`src/rtl/nf_10g_tx_pkt_gen.sv`:
```
// rtl/nf_10g_tx_pkt_gen.sv - AXI4-Stream fixed-length test frame burst generator for the 10G s_axis port
// Optional TX_GEN_TIMESTAMP_EN stamps tuser[63:32] with a free-running cycle count.
module nf_10g_tx_pkt_gen #(
  parameter int C_M_AXIS_DATA_WIDTH  = 256,
  parameter int C_M_AXIS_TUSER_WIDTH = 128,
  parameter int C_MIN_PKT_LEN        = 60,
  parameter int C_MAX_PKT_LEN        = 9600
) (
  input  logic                              core_clk,
  input  logic                              rst,
  input  logic                              start,
  input  logic                              stop,
  input  logic [15:0]                       cfg_pkt_len,
  input  logic [31:0]                       cfg_pkt_count,
  input  logic [15:0]                       cfg_ipg,
  input  logic [7:0]                        cfg_src_port,
  input  logic [7:0]                        cfg_dst_port,
  output logic [C_M_AXIS_DATA_WIDTH-1:0]    m_axis_tdata,
  output logic [C_M_AXIS_DATA_WIDTH/8-1:0]  m_axis_tkeep,
  output logic [C_M_AXIS_TUSER_WIDTH-1:0]   m_axis_tuser,
  output logic                              m_axis_tvalid,
  output logic                              m_axis_tlast,
  input  logic                              m_axis_tready,
  output logic                              busy,
  output logic                              done,
  output logic [31:0]                       sent_pkts,
  output logic [47:0]                       sent_bytes
);
  localparam int KEEP_W = C_M_AXIS_DATA_WIDTH / 8;
  localparam int LANES  = C_M_AXIS_DATA_WIDTH / 32;
  localparam logic [15:0] MIN_LEN = 16'(C_MIN_PKT_LEN);
  localparam logic [15:0] MAX_LEN = 16'(C_MAX_PKT_LEN);

  typedef enum logic [1:0] {IDLE, SEND, GAP} state_t;
  state_t state, state_n;

  logic [15:0] len_l, nbeats, ipg_l, beat_idx, gap_cnt, len_clamped;
  logic [31:0] count_l, pkt_seq;
  logic [7:0]  src_l, dst_l;
  logic        stop_req, accept, last_beat, end_burst, gap_done;
  logic [4:0]  tail;
  logic [5:0]  beat_bytes;

  always_comb begin
    len_clamped = cfg_pkt_len;
    if (cfg_pkt_len < MIN_LEN)      len_clamped = MIN_LEN;
    else if (cfg_pkt_len > MAX_LEN) len_clamped = MAX_LEN;
  end

  always_ff @(posedge core_clk) begin
    if (rst) state <= IDLE;
    else     state <= state_n;
  end

  always_comb begin
    state_n       = state;
    m_axis_tvalid = (state == SEND);
    busy          = (state != IDLE);
    last_beat     = (beat_idx == nbeats - 16'd1);
    m_axis_tlast  = m_axis_tvalid && last_beat;
    accept        = m_axis_tvalid && m_axis_tready;
    end_burst     = ((count_l != 32'd0) && (pkt_seq + 32'd1 == count_l)) || stop_req;
    gap_done      = (gap_cnt == ipg_l - 16'd1);
    case (state)
      IDLE: if (start) state_n = SEND;
      SEND: begin
        if (accept && last_beat) begin
          if (end_burst)            state_n = IDLE;
          else if (ipg_l != 16'd0)  state_n = GAP;
        end
      end
      GAP: begin
        if (stop_req)      state_n = IDLE;
        else if (gap_done) state_n = SEND;
      end
      default: state_n = IDLE;
    endcase
  end

  // Bytes on the final beat come straight from the latched length, which equals popcount(tkeep).
  assign tail       = len_l[4:0];
  assign beat_bytes = (last_beat && tail != 5'd0) ? {1'b0, tail} : 6'd32;

  always_ff @(posedge core_clk) begin
    if (rst) begin
      len_l      <= '0;
      nbeats     <= '0;
      ipg_l      <= '0;
      count_l    <= '0;
      src_l      <= '0;
      dst_l      <= '0;
      beat_idx   <= '0;
      pkt_seq    <= '0;
      gap_cnt    <= '0;
      stop_req   <= 1'b0;
      done       <= 1'b0;
      sent_pkts  <= '0;
      sent_bytes <= '0;
    end else begin
      done <= 1'b0;
      if (state == IDLE && start) begin
        len_l    <= len_clamped;
        nbeats   <= (len_clamped + 16'd31) >> 5;
        ipg_l    <= cfg_ipg;
        count_l  <= cfg_pkt_count;
        src_l    <= cfg_src_port;
        dst_l    <= cfg_dst_port;
        beat_idx <= '0;
        pkt_seq  <= '0;
        stop_req <= stop;
      end else if (state != IDLE && stop) begin
        stop_req <= 1'b1;
      end
      if (accept) begin
        sent_bytes <= sent_bytes + 48'(beat_bytes);
        if (last_beat) begin
          beat_idx  <= '0;
          pkt_seq   <= pkt_seq + 32'd1;
          sent_pkts <= sent_pkts + 32'd1;
        end else begin
          beat_idx <= beat_idx + 16'd1;
        end
      end
      gap_cnt <= (state == GAP) ? gap_cnt + 16'd1 : 16'd0;
      if (state != IDLE && state_n == IDLE) begin
        stop_req <= 1'b0;
        done     <= 1'b1;
      end
    end
  end

`ifdef TX_GEN_TIMESTAMP_EN
  logic [31:0] cyc_cnt, ts_l;

  // Stamp with the count seen during the cycle the first beat is presented.
  always_ff @(posedge core_clk) begin
    if (rst) begin
      cyc_cnt <= '0;
      ts_l    <= '0;
    end else begin
      cyc_cnt <= cyc_cnt + 32'd1;
      if (state_n == SEND && (state != SEND || (accept && last_beat)))
        ts_l <= cyc_cnt + 32'd1;
    end
  end
`endif

  always_comb begin
    m_axis_tkeep = '0;
    m_axis_tdata = '0;
    m_axis_tuser = '0;
    if (m_axis_tvalid) begin
      m_axis_tkeep = '1;
      if (last_beat && tail != 5'd0)
        m_axis_tkeep = (KEEP_W'(1) << tail) - KEEP_W'(1);
      for (int k = 0; k < LANES; k++)
        m_axis_tdata[32*k +: 32] = {pkt_seq[15:0], beat_idx[12:0], 3'(k)};
      for (int j = 0; j < KEEP_W; j++)
        if (!m_axis_tkeep[j]) m_axis_tdata[8*j +: 8] = 8'h00;
      m_axis_tuser[15:0]  = len_l;
      m_axis_tuser[23:16] = src_l;
      m_axis_tuser[31:24] = dst_l;
`ifdef TX_GEN_TIMESTAMP_EN
      m_axis_tuser[63:32] = ts_l;
`endif
    end
  end
endmodule
```
`config.mk`:
```
export PLATFORM = sky130hd
export DESIGN_NAME = nf_10g_tx_pkt_gen
export DESIGN_NICKNAME = d
export VERILOG_FILES = /design/src/rtl/nf_10g_tx_pkt_gen.sv
export SDC_FILE = /design/constraint.sdc
export NUM_CORES = 1
export LEC_CHECK = 0
export CAP_MARGIN = 20
export CORE_AREA = 4 4 226 228
export DETAILED_ROUTE_END_ITERATION = 16
export DIE_AREA = 0 0 230 232
export PLACE_DENSITY_LB_ADDON = 0.2
export SKIP_LAST_GASP = 1
export SLEW_MARGIN = 15
export SYNTH_ARGS = -nofsm -noshare
export SYNTH_HDL_FRONTEND = slang
export SYNTH_SLANG_ARGS = --single-unit
```
`constraint.sdc`:
```
create_clock -name core_clk -period 4 [get_ports core_clk]
set_input_delay 1.2 -clock core_clk [delete_from_list [all_inputs] [get_ports core_clk]]
set_output_delay 1.2 -clock core_clk [all_outputs]
set_load 0.01 [all_outputs]
```
==> results of run 1 <==
-- tightest hold or removal path: cells and delay by family (launching register included) --
kind / cells / cell delay (ns)
AO/OA/AOI/OAI: 1 / 0.05
flip-flops: 1 / 0.30
AND/OR/NAND/NOR: 1 / 0.05
-- sequential cells by signal (all words and copies together) (netlist names), 16 cells and up --
register / count
sent_pkts: 32
count_l: 32
ipg_l: 16
sent_bytes: 48
pkt_seq: 32
gap_cnt: 16
beat_idx: 16
len_l: 16
-- cells in the mapped netlist (7+ instances only) --
master	count	area, sq um
nand2_1	262	983
dfxtp_1	239	4780
and2_1	207	1290
nor2_1	204	766
a21oi_1	176	881
clkbuf_1	136	510
buf_4	122	916
xnor2_1	95	832
nand3_1	90	450
inv_1	67	251
or3_1	63	394
o21ai_0	58	290
nand4_1	53	332
xor2_1	51	447
nor3_1	39	195
nor4_1	31	194
a31oi_1	30	188
and3_1	30	188
a211oi_1	17	128
a311oi_1	15	131
ha_1	14	175
or4_1	12	90.1
and4_1	11	96.3
buf_2	9	45.0
nor2b_1	7	43.8
or2_2	7	43.8
-- placed cells by master, fill, tap and decap left out, types with 8 or more instances in the layout --
| cell type | n |
|---|---|
| nand2_1 | 251 |
| clkdlybuf4s50_1 | 238 |
| dfxtp_1 | 236 |
| buf_4 | 179 |
| nor2_1 | 172 |
| a21oi_1 | 146 |
| and2_1 | 142 |
| buf_6 | 131 |
| conb_1 | 108 |
| xnor2_1 | 93 |
| nand3_1 | 84 |
| dlymetal6s2s_1 | 78 |
| and2_4 | 65 |
| inv_1 | 61 |
| or3_1 | 56 |
| nand4_1 | 53 |
| xor2_1 | 51 |
| o21ai_0 | 50 |
| clkbuf_2 | 45 |
| buf_2 | 32 |
| nor4_1 | 31 |
| and3_1 | 30 |
| clkbuf_16 | 30 |
| nor3_1 | 29 |
| a31oi_1 | 25 |
| nor2_4 | 22 |
| a21oi_2 | 20 |
| a211oi_1 | 16 |
| a311oi_1 | 14 |
| buf_12 | 14 |
| a21oi_4 | 12 |
| and4_1 | 11 |
| or4_1 | 11 |
| nor2_2 | 10 |
| ha_1 | 9 |
| nor3_2 | 8 |
-- final cells by class --
| class | count | share of cell area |
|---|---|---|
| clock buffers | 39 | 0.0337 |
| clock inverters | 12 | 0.00922 |
| inverters | 69 | 0.0107 |
| multi-input cells | 1701 | 0.435 |
| flip-flops and latches | 239 | 0.194 |
| well taps | 664 | 0.0336 |
| repair buffers | 730 | 0.284 |
-- power groups by stage --
stage                     clock [uW]  sequential, uW  combinational, uW
after global placement             0            2550               1090
after detailed placement           0            2550               1100
after floorplan                    0            2530                677
after CTS                       3020            2500               1170
final                           2940            2500               1340
after global routing            3100            2510               1440
-- routing by layer --
| layer | global-route usage | part of all wire |
|---|---|---|
| met5 | 0 | 0 |
| met4 | 0.0444 | 0.018 |
| met3 | 0.0589 | 0.078 |
| met2 | 0.392 | 0.47 |
| met1 | 0.307 | 0.44 |
-- what timing repair did --
action | 4_1_cts | 5_1_grt
buffers inserted | 22 | 77
cloned | 3 | 10
setup endpoints to repair | 303 | 337
pin swaps | 10 | 138
gates resized for setup | 190 | 790
-- logic make-up after synthesis --
group | after synthesis | share of synthesized area
buffers and inverters | 340 | 0.112
AO/OA/AOI/OAI | 376 | 0.146
XOR/XNOR | 146 | 0.0814
adder cells (fa/ha/maj) | 15 | 0.0124
flip-flops | 239 | 0.305
AND/OR/NAND/NOR | 1048 | 0.342
multiplexers | 3 | 0.00191
other | 1 | 0.000239
-- worst max-delay path by stage --
stage	start	end	slack, ns	cells after the start
floorplan	len_l[1]$_SDFFE_PP0P_	m_axis_tdata[144]	0.02	13
global placement	nbeats[5]$_SDFFE_PP0P_	m_axis_tdata[37]	-0.50	11
detailed placement	nbeats[5]$_SDFFE_PP0P_	m_axis_tdata[189]	-0.55	11
CTS	nbeats[0]$_SDFFE_PP0P_	m_axis_tdata[233]	-0.98	13
global route	nbeats[8]$_SDFFE_PP0P_	m_axis_tdata[81]	-1.04	11
finish	nbeats[8]$_SDFFE_PP0P_	m_axis_tdata[81]	-0.91	11
-- metrics by stage --
stage	TNS, ns	area (sq um)	hold WS [ns]
CTS	-230.71	22900	0.454
global route	-219.59	24700	0.472
global placement	-104.12	21500	0.436
finish	-177.97	24700	0.453
floorplan	0	16200	0.427
detailed placement	-117.49	21500	0.445
==> flow_summary.yaml, run 1 <==
clock_network:
  tritoncts: "done"
  clkTransAtPathRegs_ns: 0.06
  cts_sinks: 239
  cts-root-buf: "clkbuf_16"
  holdBufCountCts: 0
  cts-buffers-inserted: 29
  htreeDepth: 1
  clk_latency_ns: 0.58
  clockBufferDepth: 3
logic_synthesis:
  synth_warnings: 0
  postSynthAreaPerCell_sq_um: 7.25
  seq_area_frac_synth: 0.305
  async_flop_share: 0
  synth_ff_type: "dfxtp_1"
  synth_cell_types: 81
  synth_edf_count: 0
  ys_seq_elements: 239
  syn_area_sq_mm: 0.0157
  syn_inst: 2168
critical_path:
  crit_fanout: 10
  reg2reg_from: "nbeats[8]$_SDFFE_PP0P_"
  critical_path.slowest_cell: "clkdlybuf4s50_1"
  crit_path_end_kind: "output port"
  r2r-end: "sent_bytes[28]$_SDFFE_PP0P_"
  crit_required_ns: 2.80
  cp-start-kind: "register"
  reg2regPathDepth: 20
  max_stage_delay_ns: 0.48
  cp_num_buf_inv: 3
  arrival_ns: 3.71
  cpLargestDelayFamily: "simple AND/OR/NAND/NOR gates"
  ff2ff_setup_slack_ns: -0.32
  crit_type: "register to output port"
  path_common_cell: "and2_4"
  crit_chain: "nor4_4 > nand2_2 > a2111oi_4 > buf_4 > nand3b_1 > nor4bb_4 > and2_4 > buf_12 > a31oi_4 > and2_4 > clkdlybuf4s50_1"
floorplan:
  io_pins: 585
  die_w_microns: 230
  die_y_microns: 232
  die_area_sq_mm: 0.0534
  initial_core_util: 0.322
  core_sq_mm: 0.0488
  num_rows: 81
place:
  gp_congestion: 0.905
  dpl.cell_count: 3298
  portBuffers: 476
  post-place-ws_ns: -0.555
  place_hpwl_microns: 49700
pwr:
  p_leak_uw: 0.0109
  switching_share: 0.282
  ir_drop_uv: 280
  p_comb_frac: 0.198
  pwr_density_cell_mw_per_mm2: 274
  power_frac_seq: 0.369
  p_clk_frac: 0.433
  power.internal_uw: 4870
  power.switching_uw: 1910
  finalPower_uw: 6780
timing:
  max_freq_ghz: 0.204
  rsz0062_at_grt: "yes"
  min_period_over_period: 1.23
  setup_slack_ns: -0.908
  finalCriticalPeriod_ns: 4.91
  setup_viol: 290
  worst_pin_slew_ns: 0.928
  timing.slew.headroom: 0.381
  slew_violations: 0
  skew_ns: 0.0145
  hold_violations: 0
finish:
  syn2layout_area_growth_pct: 57.3
  antenna_cells: 0
  nets: 2870
  multiInputGateArea_sq_mm: 0.0107
  ff_latch_area_sq_mm: 0.00479
  drive_gt1_frac: 0.247
  final_util: 0.506
  finalNonFillerCells: 3454
  fillers: 4693
hold_path:
  min_path_type: "register to register"
  holdPathStages: 2
  min_to: "src_l[1]$_SDFFE_PP0P_"
  hp-start: "src_l[1]$_SDFFE_PP0P_"
run_status:
  violations: "setup timing"
  status: "complete, but fails checks"
global_routing:
  grt.total_usage: 0.233
  overflow: 0
  grt_pass1_wl_microns: 99300
  grt_max_degree: 150
  grt_pass1_vias: 16400
  antenna_found_initial: 2
drt:
  routedWlPerCell_microns: 20.2
  drcViolationCount: 0
  dr.pass1.iters: 5
  drt_iter0_drc: 1113
  vias: 17800
  vias_per_cell: 5.15
  drtAntennaViolNets: 0
  drt-total-wl_microns: 69700
flow_run:
  drv_cap: 0
(Power assumes the default switching activity.)
==> run 2: changes to the inputs <==
REMOVE_ABC_BUFFERS = 1   (was default)
==> run 2 against run 1 <==
The flow still finishes with violations (setup timing). Utilization fell by 1.9 points. Routed wire length fell by 2.2%. Final area fell by 3.8%. Critical path depth rose by 5. Worst setup slack improved by 0.16 ns. Global-route usage fell by 0.26 points. Highest routed layer unchanged. Sequential share of layout area rose by 0.78 points. Fmax rose by 3.5%. Flip-flop and latch count did not move.
==> flow_summary.yaml, run 2 (synthesized netlist as in run 1, its figures left out) <==
finish:
  largest_register: "sent_bytes"
  final_common_cell: "nand2_1"
  largest_reg_flops: 48
  nets: 2844
  fin_area_sq_mm: 0.0238
  ff_latch_area_sq_mm: 0.00479
  antenna_cells: 0
  fillers: 4898
  drive_gt1_frac: 0.188
  syn2layout_area_growth_pct: 51.2
  multiInputGateArea_sq_mm: 0.0103
  layout_common_cells: "nand2_1 (255), dfxtp_1 (234), clkdlybuf4s50_1 (233)"
timing:
  timing.slew.headroom: 0.475
  final.setup.tns_ns: -174.95
  skew_ns: 0.0270
  slew_violations: 0
  setup_viol: 350
  worst_pin_slew_ns: 0.786
  finalCriticalPeriod_ns: 4.74
  min_period_over_period: 1.19
  max_freq_ghz: 0.211
  hold_ws_ns: 0.450
  setup_slack_ns: -0.744
  hold_violations: 0
  rsz0062_at_grt: "yes"
clock_network:
  holdBufCountCts: 0
  clk_latency_ns: 0.59
  htreeDepth: 1
  tritoncts: "done"
  clockBufferDepth: 3
  cts-buffers-inserted: 29
  cts-root-buf: "clkbuf_16"
  clkTransAtPathRegs_ns: 0.06
  cts_sinks: 239
critical_path:
  cpLargestDelayFamily: "simple AND/OR/NAND/NOR gates"
  critical_path.slowest_cell: "or4b_4"
  path_common_cell: "buf_6"
  cp_num_buf_inv: 7
  crit_required_ns: 2.80
  max_stage_delay_ns: 0.47
  cp-start-kind: "register"
  crit_chain: "inv_2 > ha_4 > nor4b_4 > and2_4 > or4b_4 > nand2_2 > nor4bb_4 > and2_4 > clkinvlp_4 > buf_6 > buf_6 > o21ai_4 > buf_6 > buf_6 > nor2_1 > clkbuf_2"
  crit_type: "register to output port"
  crit_path_end_kind: "output port"
  crit_fanout: 4
  arrival_ns: 3.54
hold_path:
  min_path_type: "register to register"
pwr:
  p_leak_uw: 0.0103
  finalPower_uw: 6460
  power.internal_uw: 4550
  ir_drop_uv: 294
  pwr_density_cell_mw_per_mm2: 272
  switching_share: 0.296
  p_clk_frac: 0.405
  power_frac_seq: 0.387
  p_comb_frac: 0.208
  power.switching_uw: 1910
global_routing:
  grt_max_degree: 76
  overflow: 0
  grt.total_usage: 0.231
  grt_pass1_vias: 16600
  grt_pass1_wl_microns: 98400
  antenna_found_initial: 0
drt:
  drtAntennaViolNets: 0
  vias_per_cell: 5.08
  routedWlPerCell_microns: 19.9
  dr.pass1.iters: 5
  drcViolationCount: 0
  vias: 17400
  drt_iter0_drc: 1149
  drt-total-wl_microns: 68200
place:
  gp_congestion: 0.869
  place_hpwl_microns: 48800
  dpl_cell_area_sq_mm: 0.0216
  portBuffers: 476
floorplan:
  die_w_microns: 230
  initial_core_util: 0.322
  io_pins: 585
  num_rows: 81
  core_sq_mm: 0.0488
  die_y_microns: 232
  die_area_sq_mm: 0.0534
run_status:
  violations: "setup timing"
  status: "complete, but fails checks"
flow_run:
  drv_cap: 0
run 2: cell count changes in the layout (fill, tap and decap cells not counted), moves of 8 or more:
cell / change
nor2_4: -11
a21oi_2: -12
buf_6: -51
clkbuf_2: -18
and2_1: +29
dlygate4sd2_1: +73
nor2_1: +18
a21oi_1: +14
and2_4: -29
dlymetal6s2s_1: -28
o21ai_0: +8
run 2: worst paths after layout:
| path | start | to | slack, ns | cells after the start |
|---|---|---|---|---|
| worst max-delay path | nbeats[0]$_SDFFE_PP0P_ | m_axis_tdata[126] | -0.74 | 16 |
| worst min-delay path | src_l[6]$_SDFFE_PP0P_ | src_l[6]$_SDFFE_PP0P_ | 0.45 | 2 |
| worst max register to register | nbeats[0]$_SDFFE_PP0P_ | sent_bytes[26]$_SDFFE_PP0P_ | -0.44 | 22 |
| worst min register to register | src_l[6]$_SDFFE_PP0P_ | src_l[6]$_SDFFE_PP0P_ | 0.45 | 2 |
run 2: metal layers:
| layer | vias up | wire length, microns | global-route usage |
|---|---|---|---|
| met2 | 643 | 33600 | 0.415 |
| li1 | 8342 | - | - |
| met4 | 0 | 1480 | 0.0554 |
| met3 | 76 | 4360 | 0.0478 |
| met5 | - | 0 | 0 |
| met1 | 8328 | 28800 | 0.283 |
run 2: through the flow:
stage               setup slack [ns]  std cells  utilization
floorplan                      -1.97       2004            -
CTS                           -0.893       3393        0.472
detailed placement            -0.611       3316        0.443
global route                  -0.889       3424        0.486
global placement              -0.668       3316        0.443
finish                        -0.744       3424        0.486
run 2: worst register-to-register path, delay by kind of cell (launching register included):
family          cells  cell delay (ns)
flops               1             0.32
buf+inv             5             0.66
compound gates      5             0.68
fa+ha+maj           3             0.52
simple gates        9             2.18
run 2: timing repair:
item / in CTS / in global routing
cloned: 6 / 8
setup buffers: 24 / 26
pin swaps: 41 / 36
gates resized for setup: 300 / 424
endpoints found under the setup margin: 308 / 351
run 2: power by group through the flow:
stage / logic, uW / registers (uW) / clock network, uW
2_1_floorplan: 511 / 2540 / 0
3_3_place_gp: 1130 / 2550 / 0
3_5_place_dp: 1140 / 2550 / 0
4_1_cts: 1240 / 2500 / 2690
5_1_grt: 1450 / 2510 / 2790
6_report: 1340 / 2500 / 2620
run 2: cell type report:
type                    count  share of cell area
multi-input cells        1700               0.432
flip-flops and latches    239               0.202
clock inverters            11             0.00506
repair buffers            705               0.282
clock buffers              36              0.0333
well taps                 664              0.0350
inverters                  69              0.0112
